## config.mk

```make
export PLATFORM = sky130hd
export DESIGN_NAME = button_conditioner
export DESIGN_NICKNAME = d
export VERILOG_FILES = /design/src/rtl/button_cond_pkg.sv /design/src/rtl/debounce_channel.sv /design/src/rtl/button_conditioner.sv
export SDC_FILE = /design/constraint.sdc
export NUM_CORES = 1
export LEC_CHECK = 0
export BUFFER_PORTS_ARGS = -buffer_cell sky130_fd_sc_hd__buf_2
export CAP_MARGIN = 30
export CELL_PAD_IN_SITES_DETAIL_PLACEMENT = 1
export CELL_PAD_IN_SITES_GLOBAL_PLACEMENT = 2
export CORE_UTILIZATION = 37
export CTS_BUF_LIST = sky130_fd_sc_hd__clkbuf_8
export DETAILED_ROUTE_END_ITERATION = 7
export GPL_TIMING_DRIVEN = 0
export PLACE_DENSITY = 0.77
export SLEW_MARGIN = 10
export SYNTH_ARGS = -nofsm -noshare
export SYNTH_HDL_FRONTEND = slang
export SYNTH_SLANG_ARGS = --single-unit
```

## constraint.sdc

```tcl
create_clock -name clk -period 1.4 [get_ports clk]
set_input_delay 0.28 -clock clk [delete_from_list [all_inputs] [get_ports clk]]
set_output_delay 0.28 -clock clk [all_outputs]
set_load 0.02 [all_outputs]
```

## src/rtl/button_cond_pkg.sv

```systemverilog
// -----------------------------------------------------------------------------
// button_cond_pkg
// Purpose : Shared types and default constants for the button conditioner.
//           Holds the debounce FSM state encoding and the default debounce /
//           long-press durations used by button_conditioner and
//           debounce_channel.
// Ports   : none (package).
// -----------------------------------------------------------------------------
package button_cond_pkg;

    // Debounce FSM states, shared by every debounce_channel instance.
    typedef enum logic [1:0] {
        IDLE         = 2'd0,
        PRESS_WAIT   = 2'd1,
        PRESSED      = 2'd2,
        RELEASE_WAIT = 2'd3
    } deb_state_t;

    // Cycles a synchronized input must stay stable to be accepted.
    localparam int DEFAULT_DEBOUNCE_CYCLES = 4;

    // Cycles a debounced toggle press must be held to count as a long press.
    localparam int DEFAULT_LONG_CYCLES = 16;

endpackage : button_cond_pkg

```

## src/rtl/debounce_channel.sv

```systemverilog
// -----------------------------------------------------------------------------
// debounce_channel
// Purpose : Conditions one raw, bouncing, asynchronous push button.
//           2-flop synchronizer -> 4-state debounce FSM with a saturating
//           stability counter. Emits a single-cycle press event when a press
//           is accepted and a level that is high while the FSM sits in PRESSED.
// Ports   :
//   clk       in  1  rising-edge clock
//   reset     in  1  asynchronous, active-high reset
//   btn_raw   in  1  raw button, high = pressed
//   press_evt out 1  registered one-cycle pulse per accepted press
//   pressed   out 1  registered level, high while in PRESSED
// -----------------------------------------------------------------------------
module debounce_channel
    import button_cond_pkg::*;
#(
    parameter int DEBOUNCE_CYCLES = DEFAULT_DEBOUNCE_CYCLES
) (
    input  logic clk,
    input  logic reset,
    input  logic btn_raw,
    output logic press_evt,
    output logic pressed
);

    localparam int CW = $clog2(DEBOUNCE_CYCLES + 1);
    localparam logic [CW-1:0] CNT_ZERO = {CW{1'b0}};
    localparam logic [CW-1:0] CNT_ONE  = {{(CW-1){1'b0}}, 1'b1};
    localparam logic [CW-1:0] CNT_LAST = CW'(DEBOUNCE_CYCLES - 1);
    localparam logic [CW-1:0] CNT_MAX  = CW'(DEBOUNCE_CYCLES);

    logic       sync1_r;
    logic       sync2_r;
    deb_state_t state_r;
    logic [CW-1:0] cnt_r;
    logic       press_evt_r;
    logic       pressed_r;

    // Saturating increment: the stability counter never wraps.
    function automatic logic [CW-1:0] sat_inc(input logic [CW-1:0] v);
        logic [CW-1:0] r;
        if (v == CNT_MAX) begin
            r = v;
        end else begin
            r = v + CNT_ONE;
        end
        return r;
    endfunction

    // Two-flop synchronizer for the asynchronous raw button.
    always_ff @(posedge clk or posedge reset) begin
        if (reset) begin
            sync1_r <= 1'b0;
            sync2_r <= 1'b0;
        end else begin
            sync1_r <= btn_raw;
            sync2_r <= sync1_r;
        end
    end

    // Debounce FSM, stability counter and registered outputs.
    always_ff @(posedge clk or posedge reset) begin
        if (reset) begin
            state_r     <= IDLE;
            cnt_r       <= CNT_ZERO;
            press_evt_r <= 1'b0;
            pressed_r   <= 1'b0;
        end else begin
            press_evt_r <= 1'b0;
            case (state_r)
                IDLE: begin
                    if (sync2_r) begin
                        state_r <= PRESS_WAIT;
                        cnt_r   <= CNT_ZERO;
                    end else begin
                        state_r <= IDLE;
                    end
                end
                PRESS_WAIT: begin
                    if (!sync2_r) begin
                        state_r <= IDLE;
                    end else if (cnt_r == CNT_LAST) begin
                        // Stable long enough: accept and fire exactly once.
                        state_r     <= PRESSED;
                        press_evt_r <= 1'b1;
                        pressed_r   <= 1'b1;
                    end else begin
                        cnt_r <= sat_inc(cnt_r);
                    end
                end
                PRESSED: begin
                    if (!sync2_r) begin
                        state_r   <= RELEASE_WAIT;
                        cnt_r     <= CNT_ZERO;
                        pressed_r <= 1'b0;
                    end else begin
                        state_r <= PRESSED;
                    end
                end
                RELEASE_WAIT: begin
                    if (sync2_r) begin
                        // Bounce on release: go back without a new event.
                        state_r   <= PRESSED;
                        pressed_r <= 1'b1;
                    end else if (cnt_r == CNT_LAST) begin
                        state_r <= IDLE;
                    end else begin
                        cnt_r <= sat_inc(cnt_r);
                    end
                end
                default: begin
                    state_r   <= IDLE;
                    cnt_r     <= CNT_ZERO;
                    pressed_r <= 1'b0;
                end
            endcase
        end
    end

    assign press_evt = press_evt_r;
    assign pressed   = pressed_r;

endmodule : debounce_channel

```

## src/rtl/button_conditioner.sv

```systemverilog
// -----------------------------------------------------------------------------
// button_conditioner
// Purpose : Front end for a stopwatch. Debounces a start/stop button and a
//           clear button and turns each accepted press into a one-cycle pulse.
//           Optional long-press clear: define BUTTON_COND_LONGPRESS_EN so that
//           holding the toggle button for LONG_CYCLES cycles in its pressed
//           state also fires one clear pulse. Without the macro no long-press
//           logic exists and LONG_CYCLES is ignored.
// Ports   :
//   clk            in  1  rising-edge clock
//   reset          in  1  asynchronous, active-high reset
//   btn_toggle_raw in  1  raw start/stop button, high = pressed
//   btn_clear_raw  in  1  raw clear button, high = pressed
//   toggle         out 1  registered one-cycle pulse per accepted toggle press
//   clear          out 1  registered one-cycle pulse per accepted clear event
// -----------------------------------------------------------------------------
module button_conditioner
    import button_cond_pkg::*;
#(
    parameter int DEBOUNCE_CYCLES = DEFAULT_DEBOUNCE_CYCLES,
    parameter int LONG_CYCLES     = DEFAULT_LONG_CYCLES
) (
    input  logic clk,
    input  logic reset,
    input  logic btn_toggle_raw,
    input  logic btn_clear_raw,
    output logic toggle,
    output logic clear
);

    logic tog_evt_s;
    logic tog_pressed_s;
    logic clr_evt_s;
    logic clr_pressed_s;
    logic long_evt_s;
    logic toggle_r;
    logic clear_r;

    debounce_channel #(
        .DEBOUNCE_CYCLES (DEBOUNCE_CYCLES)
    ) u_tog_chan (
        .clk       (clk),
        .reset     (reset),
        .btn_raw   (btn_toggle_raw),
        .press_evt (tog_evt_s),
        .pressed   (tog_pressed_s)
    );

    debounce_channel #(
        .DEBOUNCE_CYCLES (DEBOUNCE_CYCLES)
    ) u_clr_chan (
        .clk       (clk),
        .reset     (reset),
        .btn_raw   (btn_clear_raw),
        .press_evt (clr_evt_s),
        .pressed   (clr_pressed_s)
    );

`ifdef BUTTON_COND_LONGPRESS_EN
    localparam int LW = $clog2(LONG_CYCLES + 1);
    localparam logic [LW-1:0] LONG_ZERO = {LW{1'b0}};
    localparam logic [LW-1:0] LONG_ONE  = {{(LW-1){1'b0}}, 1'b1};
    localparam logic [LW-1:0] LONG_LAST = LW'(LONG_CYCLES - 1);
    localparam logic [LW-1:0] LONG_MAX  = LW'(LONG_CYCLES);

    logic [LW-1:0] long_cnt_r;
    logic          long_evt_r;

    // Long-press detector: counts consecutive PRESSED cycles of the toggle
    // channel; parks at LONG_MAX after firing so it fires once per press.
    always_ff @(posedge clk or posedge reset) begin
        if (reset) begin
            long_cnt_r <= LONG_ZERO;
            long_evt_r <= 1'b0;
        end else begin
            long_evt_r <= 1'b0;
            if (!tog_pressed_s) begin
                long_cnt_r <= LONG_ZERO;
            end else if (long_cnt_r == LONG_LAST) begin
                long_cnt_r <= LONG_MAX;
                long_evt_r <= 1'b1;
            end else if (long_cnt_r != LONG_MAX) begin
                long_cnt_r <= long_cnt_r + LONG_ONE;
            end else begin
                long_cnt_r <= long_cnt_r;
            end
        end
    end

    assign long_evt_s = long_evt_r;
`else
    assign long_evt_s = 1'b0;
`endif

    // Output registers; clear merges the clear button and long-press events.
    always_ff @(posedge clk or posedge reset) begin
        if (reset) begin
            toggle_r <= 1'b0;
            clear_r  <= 1'b0;
        end else begin
            toggle_r <= tog_evt_s;
            clear_r  <= clr_evt_s | long_evt_s;
        end
    end

    assign toggle = toggle_r;
    assign clear  = clear_r;

endmodule : button_conditioner

```

==> results.py <==
metrics = {
    "timing": {
        "hold_ws_ns": 0.124,
        "clock.fmax_mhz": 638,
        "finalSetupViolCount": 7,
        "rsz0062_at_grt": "yes",
        "fin_crit_ns": 1.57,
        "worstMarginPinSlew_ns": 0.676,
        "setup_slack_ns": -0.167,
        "final_hold_viol_count": 0,
        "finalCritPeriodShare": 1.12,
        "slew_violations": 0,
        "maxSlewHeadroom": 0.549,
        "skew_ns": 0.000812,
    },
    "cells_and_area": {
        "utilization": 0.530,
        "final_layout_size_suffix_gt1_frac": 0.402,
        "final_cell_mix": "dfrtp_1, inv_1, buf_4",
        "final_area_um2": 1040,
        "antenna_cells": 0,
        "layout.nets": 94,
        "final_common_cell": "dfrtp_1",
        "syn_to_final_growth_pct": 33.4,
    },
    "die": {
        "rows": 16,
        "start_util": 0.397,
        "core_area_um2": 1960,
        "io_pins": 6,
        "die_area_um2": 2290,
        "dieWidth_um": 47.9,
        "die_h_um": 47.9,
    },
    "outcome": {
        "violations": "negative setup slack",
        "outcome": "complete, but fails checks",
    },
    "power_and_ir_drop": {
        "pwr-share-seq": 0.434,
        "powerDensity_nw_per_um2": 1820,
        "p_sw_frac": 0.343,
        "intPower_mw": 1.24,
        "p_sw_mw": 0.650,
        "clkPwrFrac": 0.182,
        "vdd_ir_drop_max_uv": 840,
        "p_comb_frac": 0.384,
        "total_leakage_power_nw": 0.536,
        "power_mw": 1.89,
    },
    "worst_setup_path": {
        "rr_startpoint": "u_clr_chan.cnt_r[0]",
        "reg2reg_depth": 5,
        "cp.required_ns": 1.58,
        "r2r-end": "u_clr_chan.cnt_r[0]",
        "critPathMaxFanout": 4,
        "cp-end-kind": "flip-flop",
        "worstSetupPathType": "reg -> reg",
        "r2r_setup_slack_ns": -0.17,
        "worstSetupStartpointType": "flip-flop",
        "crit_arrival_ns": 1.75,
        "crit_start": "u_clr_chan.cnt_r[0]",
    },
    "clocking": {
        "clock-sinks": 18,
        "ctsHoldBuffers": 0,
        "htreeDepth": 1,
        "cts_buffers": 3,
        "clk_path_buf_depth": 2,
        "cts_root_buf": "clkbuf_8",
        "clock_latency_ns": 0.25,
        "clk_pin_slew_ns": 0.06,
        "cts_tree": "yes",
    },
    "synth": {
        "ys_ff_latch": 18,
        "ys_warn_count": 0,
        "synth_nets": 75,
        "synthTopCellsByArea": "dfrtp_1, ha_1, inv_1, mux2_2, nand2_1",
        "synth_top_cell_by_area": "dfrtp_1",
        "netlist_area_um2": 779,
        "synth_top_cell_area_share": 0.578,
        "yosysSeqAreaShare": 0.578,
        "syn_area_per_cell_um2": 12.0,
        "ys_types": 19,
        "synthCells": 65,
    },
    "route": {
        "drc": 0,
        "viasPerCell": 4.97,
        "first_iter_violations": 6,
        "drt-total-wl_um": 1470,
        "antenna_left": 0,
        "first_pass_iters": 4,
        "routedWlPerCell_um": 13.5,
        "dr_total_vias": 542,
    },
    "global_route": {
        "grt_usage": 0.152,
        "grt_pass1_wl_um": 2280,
        "antenna_found_initial": 0,
        "grt_pass1_vias": 523,
        "grt_max_degree": 19,
        "grt-ovfl-total": 0,
    },
    "placed_design": {
        "gp_congestion": 0.685,
        "place_area_um2": 868,
        "port_buffers": 5,
        "hpwlAfterDp_um": 929,
    },
    "min_path": {
        "hp-class": "in -> async",
    },
    "run": {
        "cap_violations": 0,
    },
}
## stage by stage
| stage | setup slack (ns) | TNS, ns | cells |
|---|---|---|---|
| after floorplan | -0.0960 | -0.226 | 65 |
| after global routing | -0.206 | -1.01 | 109 |
| after global placement | -0.174 | -0.512 | 97 |
| final | -0.167 | -0.706 | 109 |
| after CTS | -0.160 | -0.501 | 107 |
| after detailed placement | -0.196 | -0.587 | 97 |
## cells in the mapped netlist
| master | instances |
|---|---|
| o21ai_0 | 2 |
| inv_1 | 7 |
| or4b_1 | 2 |
| a21o_1 | 2 |
| a211o_1 | 1 |
| a22o_2 | 1 |
| ha_1 | 6 |
| nor3_1 | 2 |
| o31ai_1 | 2 |
| nand2_1 | 6 |
| a211o_2 | 1 |
| dfrtp_1 | 18 |
| nor3b_1 | 2 |
| xnor2_1 | 2 |
| a21oi_1 | 2 |
| a22o_1 | 1 |
| nand3_1 | 4 |
| and3_1 | 2 |
| mux2_2 | 2 |
## power groups by stage
stage | Sequential (mW) | Clock [mW] | Combinational, mW
finish | 0.822 | 0.344 | 0.728
global route | 0.843 | 0.372 | 0.800
CTS | 0.814 | 0.354 | 0.660
detailed placement | 0.813 | 0 | 0.517
global placement | 0.803 | 0 | 0.480
floorplan | 0.769 | 0 | 0.411
## repair_timing
action,4_1_cts,5_1_grt
pin swaps,4,3
setup endpoints to repair,4,8
resized for setup,9,7
hold endpoints to repair,0,0
buffers inserted,7,2
## critical path: stages (launching register included)
cell and delay [ns]:
dfrtp_1 0.40, ha_2 0.21, ha_4 0.16, a21o_1 0.18, or4b_1 0.47, nand3_1 0.08
## layer usage
layer	share of wire	routed length [µm]	global-route usage	up-vias
met5	0	0	0	-
met4	0.0075	11	0.0667	0
met3	0.033	48	0.0453	2
li1	-	-	-	264
met2	0.49	722	0.238	11
met1	0.47	690	0.194	265
## final cells by class
class,count,area (µm²)
fill,223,922
clock buffer,3,41.3
sequential,18,450
multi-input combinational,40,388
tap,27,33.8
timing repair buffer,14,100
inverter,7,26.3
## kinds of logic (layout without fill, tap and decap cells)
group | after synthesis | after routing | synth area share
fa+ha+maj | 6 | 6 | 0.0963
simple gates | 18 | 18 | 0.128
xor+xnor | 2 | 2 | 0.0225
mux | 2 | 2 | 0.0289
buf+inv | 7 | 24 | 0.0337
compound gates | 12 | 12 | 0.112
flops | 18 | 18 | 0.578
## how the worst max path moves through the flow
| stage | slack, ns | cells after the start | end |
|---|---|---|---|
| global route | -0.21 | 5 | u_clr_chan.cnt_r[0] |
| detailed placement | -0.20 | 5 | u_clr_chan.cnt_r[0] |
| finish | -0.17 | 5 | u_clr_chan.cnt_r[0] |
| floorplan | -0.1 | 5 | u_clr_chan.cnt_r[0] |
| global placement | -0.17 | 5 | u_tog_chan.cnt_r[0] |
| CTS | -0.16 | 5 | u_clr_chan.cnt_r[0] |
Power figures use the tool's default switching activity.
